## src/rtl/bus_pkg.sv

```systemverilog
// Shared definitions for the bus move engine: default width, sequencer states
// and command opcode encoding.
package bus_pkg;

  localparam int WIDTH_DEF = 8;

  typedef enum logic [2:0] {
    IDLE = 3'd0,
    MV   = 3'd1,
    SW_A = 3'd2,
    SW_B = 3'd3,
    SW_C = 3'd4,
    DONE = 3'd5
  } state_t;

  localparam logic OP_MOVE = 1'b0;
  localparam logic OP_SWAP = 1'b1;

endpackage

```

## src/rtl/bus_reg_bank.sv

```systemverilog
// Bus-attached register bank: one write port, two combinational read ports.
// Out-of-range indices read as zero and are ignored on write.
module bus_reg_bank
  import bus_pkg::*;
#(
  parameter int WIDTH = WIDTH_DEF,
  parameter int NREG  = 2,
  localparam int IDX_W = (NREG > 1) ? $clog2(NREG) : 1
) (
  input  logic             clk,
  input  logic             rst,
  input  logic             we,
  input  logic [IDX_W-1:0] widx,
  input  logic [WIDTH-1:0] wdata,
  input  logic [IDX_W-1:0] ra_idx,
  output logic [WIDTH-1:0] ra_data,
  input  logic [IDX_W-1:0] rb_idx,
  output logic [WIDTH-1:0] rb_data
);

  logic [WIDTH-1:0] regs [NREG];

  always_ff @(posedge clk) begin
    if (rst) begin
      for (int i = 0; i < NREG; i++) regs[i] <= '0;
    end else if (we && (int'(widx) < NREG)) begin
      regs[widx] <= wdata;
    end
  end

  always_comb begin
    ra_data = '0;
    rb_data = '0;
    if (int'(ra_idx) < NREG) ra_data = regs[ra_idx];
    if (int'(rb_idx) < NREG) rb_data = regs[rb_idx];
  end

endmodule

```

## src/rtl/bus_move_engine.sv

```systemverilog
// MOVE/SWAP sequencer driving the shared bus one transfer per cycle, with a
// direct preload port and a combinational observation port on the register bank.
module bus_move_engine
  import bus_pkg::*;
#(
  parameter int WIDTH = WIDTH_DEF,
  parameter int NREG  = 2,
  localparam int IDX_W = (NREG > 1) ? $clog2(NREG) : 1
) (
  input  logic             clk,
  input  logic             rst,
  input  logic             cmd_valid,
  output logic             cmd_ready,
  input  logic [IDX_W-1:0] cmd_from,
  input  logic [IDX_W-1:0] cmd_to,
  input  logic             cmd_swap,
  input  logic             wr_en,
  input  logic [IDX_W-1:0] wr_idx,
  input  logic [WIDTH-1:0] wr_data,
  input  logic [IDX_W-1:0] rd_idx,
  output logic [WIDTH-1:0] rd_data,
  output logic [WIDTH-1:0] bus_data,
  output logic             bus_active,
  output logic             done,
  output logic             err
);

  state_t           state;
  logic [IDX_W-1:0] from_q, to_q;
  logic [WIDTH-1:0] tmp;
  logic             err_q;
  logic             hs, bad;
  logic             seq_we, bank_we;
  logic [IDX_W-1:0] seq_idx, src_idx, bank_idx;
  logic [WIDTH-1:0] src_data, bank_data;

  assign cmd_ready = (state == IDLE);
  assign hs        = cmd_valid && cmd_ready;
  assign bad       = (int'(cmd_from) >= NREG) || (int'(cmd_to) >= NREG);
  assign src_idx   = (state == SW_B) ? to_q : from_q;
  assign done      = (state == DONE);
  assign err       = done && err_q;

  always_comb begin
    bus_data   = '0;
    bus_active = 1'b0;
    seq_we     = 1'b0;
    seq_idx    = to_q;
    case (state)
      MV: begin
        bus_data   = src_data;
        bus_active = 1'b1;
        seq_we     = 1'b1;
      end
      SW_A: begin
        bus_data   = src_data;
        bus_active = 1'b1;
      end
      SW_B: begin
        bus_data   = src_data;
        bus_active = 1'b1;
        seq_we     = 1'b1;
        seq_idx    = from_q;
      end
      SW_C: begin
        bus_data   = tmp;
        bus_active = 1'b1;
        seq_we     = 1'b1;
      end
      default: ;
    endcase
  end

  // Sequencer writes never occur in IDLE, so the direct port only competes there.
  assign bank_we   = seq_we || (cmd_ready && wr_en);
  assign bank_idx  = seq_we ? seq_idx : wr_idx;
  assign bank_data = seq_we ? bus_data : wr_data;

  bus_reg_bank #(.WIDTH(WIDTH), .NREG(NREG)) u_bank (
    .clk    (clk),
    .rst    (rst),
    .we     (bank_we),
    .widx   (bank_idx),
    .wdata  (bank_data),
    .ra_idx (src_idx),
    .ra_data(src_data),
    .rb_idx (rd_idx),
    .rb_data(rd_data)
  );

  always_ff @(posedge clk) begin
    if (rst) begin
      state  <= IDLE;
      from_q <= '0;
      to_q   <= '0;
      tmp    <= '0;
      err_q  <= 1'b0;
    end else begin
      case (state)
        IDLE: begin
          if (hs) begin
            from_q <= cmd_from;
            to_q   <= cmd_to;
            err_q  <= bad;
            if (bad)                    state <= DONE;
            else if (cmd_swap == OP_SWAP) state <= SW_A;
            else                        state <= MV;
          end
        end
        MV:   state <= DONE;
        SW_A: begin
          tmp   <= bus_data;
          state <= SW_B;
        end
        SW_B: state <= SW_C;
        SW_C: state <= DONE;
        DONE: begin
          err_q <= 1'b0;
          state <= IDLE;
        end
        default: state <= IDLE;
      endcase
    end
  end

endmodule

```

## config.mk

```make
export PLATFORM = sky130hd
export DESIGN_NAME = bus_move_engine
export DESIGN_NICKNAME = d
export VERILOG_FILES = /design/src/rtl/bus_pkg.sv /design/src/rtl/bus_reg_bank.sv /design/src/rtl/bus_move_engine.sv
export SDC_FILE = /design/constraint.sdc
export NUM_CORES = 1
export LEC_CHECK = 0
export CAP_MARGIN = 20
export CORE_UTILIZATION = 51
export DETAILED_ROUTE_END_ITERATION = 10
export GPL_TIMING_DRIVEN = 0
export PLACE_DENSITY = 0.79
export SYNTH_ARGS = -nofsm -noshare
export SYNTH_HDL_FRONTEND = slang
export SYNTH_HIERARCHICAL = 1
export SYNTH_SLANG_ARGS = --single-unit
```

## constraint.sdc

```tcl
create_clock -name clk -period 2.5 [get_ports clk]
set_input_delay 0.5 -clock clk [delete_from_list [all_inputs] [get_ports clk]]
set_output_delay 0.5 -clock clk [all_outputs]
set_load 0.02 [all_outputs]
```

==> impl_metrics.yaml <==
routing:
  routed_wl_mm: 4.71
  routedWlPerCell_um: 16.8
  ant_nets: 0
  post-route-drc-count: 0
  first_pass_iters: 4
  post_drt_via_cell_ratio: 5.75
  drtIter0Drc: 70
  vias: 1611
setup_path:
  endpoint: "bus_active"
  startpoint: "state[0]"
  r2r_slack_ps: 90
  worstPathArrival_ps: 2020
  r2r-start: "state[0]"
  cp_max_fo: 6
  start_kind: "flip-flop"
  ff2ff_path_depth: 10
  critPathCaptureType: "output pin"
  criticalPathCategory: "flip-flop to output pin"
  worst_ep_required_time_ps: 2000
  reg2reg_to: "u_bank/regs[1][5]"
clocking:
  hold_buffers: 0
  clock_latency_ps: 340
  clockRootBuffer: "clkbuf_4"
  cts_max_path_buffers: 2
  numCtsBuffers: 5
  clk_pin_slew_ps: 100
  htreeDepth: 2
  cts_tree: "built"
  cts.sinks: 29
synthesis:
  synthTopCellsByCount: "25 x mux2_2, 18 x mux2i_1, 16 x edfxtp_1"
  synth_edf_count: 16
  synth.distinct_cells: 31
  synth.most_common_cell: "mux2_2"
  mappedNetlistArea_mm2: 0.00182
  syn_inst: 176
  ys.flop_type: "edfxtp_1"
  async_flop_share: 0
  ys_seq_area_frac: 0.407
  synth_top_area_share: 0.264
  synth_top_area_cell: "edfxtp_1"
  ys_warn_count: 6
  synthesis.nets: 193
  synth_area_per_cell_um2: 10.3
  synthTopCellsByArea: "edfxtp_1 26%, mux2_2 15%, dfxtp_1 14%"
  yosys_register_bits: 29
timing:
  rsz0062_at_grt: "true"
  relSlewSlack: 0.644
  max_slew.worst_pin.slew_ps: 531
  skew_ps: 6.27
  fin_crit_ps: 2520
  report.final.slew_viol_count: 0
  hold_viol_final: 0
  setup_viol: 6
  min_period_over_period: 1.01
  timing.fmax_mhz: 396
  setup_ws_ps: -22.3
final_layout:
  n_antenna_cell: 0
  area_delta_synth_final_pct: 34.0
  fillers: 229
  regArea_um2: 747
  nets: 250
  drive_gt1_frac: 0.329
  multiInputGateArea_mm2: 0.00102
global_route:
  grt_pass1_vias: 1370
  grt_overflow: 0
  grt_pass1_wl_mm: 6.80
  grtUsageTotal: 0.254
  grt_antenna_before_repair: 0
  grt_max_degree: 11
placement:
  place_hpwl_mm: 3.09
  io_buffers: 34
  place_ws_ps: -451
  place.gp.congestion: 0.790
power:
  total_power_mw: 1.72
  clock_power_share: 0.161
  switching_share: 0.361
  p_per_area_mw_per_mm2: 704
  p_leak_nw: 1.08
  net-switching-power_uw: 620
  vdd_drop_max_uv: 391
  p_comb_frac: 0.473
  intPower_mw: 1.10
  power.share.sequential: 0.366
status:
  violations: "setup timing"
  status: "complete, but fails checks"
run:
  maxCapViolations: 0
floorplanning:
  rows: 21
  io_pins: 37
  die_y_um: 61.7
  fp.coreArea_mm2: 0.00339
  die_area_mm2: 0.00381
  die_w_um: 61.7
  initial_utilization: 0.537
hold_path:
  holdCritPathClass: "flip-flop to flip-flop"
  holdPathStages: 2
[layout by cell type, fill, tap and decap left out, drive strengths merged, types with 2 or more instances in the layout]
master / netlist / layout
buf: 12 / 36
mux2: 25 / 25
clkdlybuf4s50: 0 / 24
mux2i: 18 / 18
edfxtp: 16 / 16
nor2: 16 / 16
o21ai: 15 / 15
dfxtp: 13 / 13
nand2: 11 / 11
and3: 9 / 9
and2: 8 / 8
clkbuf: 2 / 7
a22o: 6 / 6
nand2b: 4 / 4
a21oi: 4 / 4
clkinv: 0 / 3
nand3: 2 / 2
inv: 2 / 2
a21o: 2 / 2
nor3b: 2 / 2
[power by group through the flow]
stage	logic, mW	registers, mW	clock network (mW)
floorplan	0.462	0.620	0
CTS	0.770	0.623	0.272
global route	0.864	0.637	0.295
finish	0.813	0.628	0.277
detailed placement	0.691	0.631	0
global placement	0.671	0.624	0
[flip-flops by register name (all words and copies together), names as in the netlist]
register     count
state            3
u_bank/regs     16
from_q           1
to_q             1
tmp              8
[how the worst min path moves through the flow]
stage | from | slack, ps | end
2_1_floorplan | from_q | 470 | from_q
3_5_place_dp | to_q | 510 | to_q
3_3_place_gp | from_q | 500 | from_q
5_1_grt | tmp[0] | 570 | tmp[0]
4_1_cts | tmp[1] | 540 | tmp[1]
6_report | tmp[1] | 540 | tmp[1]
[metal layers]
layer  global-route usage  vias up  wire [um]
li1                     -      745          -
met1                0.344      797       2150
met2                0.401       62       2230
met3               0.0663        7        279
met4               0.0730        0         53
met5                    0        -          0
[worst max-delay path, stage by stage, from the launching register on]
cell             delay [ps]
dfxtp_4                 370
buf_4                   130
nor2_1                  360
xnor2_1                 190
clkdlybuf4s50_1         640
[area by class of cell]
| type | instances | area share |
|---|---|---|
| Multi-Input combinational cell | 131 | 0.417 |
| Sequential cell | 29 | 0.306 |
| Timing Repair Buffer | 53 | 0.199 |
| Buffer | 11 | 0.0313 |
| Tap cell | 46 | 0.0236 |
| Clock buffer | 5 | 0.0154 |
| Clock inverter | 3 | 0.00513 |
| Inverter | 2 | 0.00308 |
[what timing repair did]
item	4_1_cts	5_1_grt
gates resized for setup	61	10
pin swaps	6	2
setup endpoints to repair	11	26
setup buffers	10	9
[metrics by stage]
step                      TNS (ps)  utilization  instances  hold slack (ps)  cell area (um^2)
final                        -74.1        0.719        280              535              2440
after global routing          -605        0.719        280              574              2440
after CTS                     -984        0.701        273              537              2370
after detailed placement     -3410        0.654        256              514              2220
after global placement       -2800        0.654        256              496              2220
after floorplan                  0            -        176              472              1820
[logic make-up after synthesis]
kind of cell              Yosys count  share of synthesized area
DFF                                29                      0.407
buffers and inverters              16                     0.0557
AOI/OAI and AO/OA                  28                     0.0948
xor gates and xnor gates            2                    0.00962
and+or+nand+nor                    57                      0.177
other                               1                    0.00206
muxes                              43                      0.254
(Power assumes the default switching activity.)
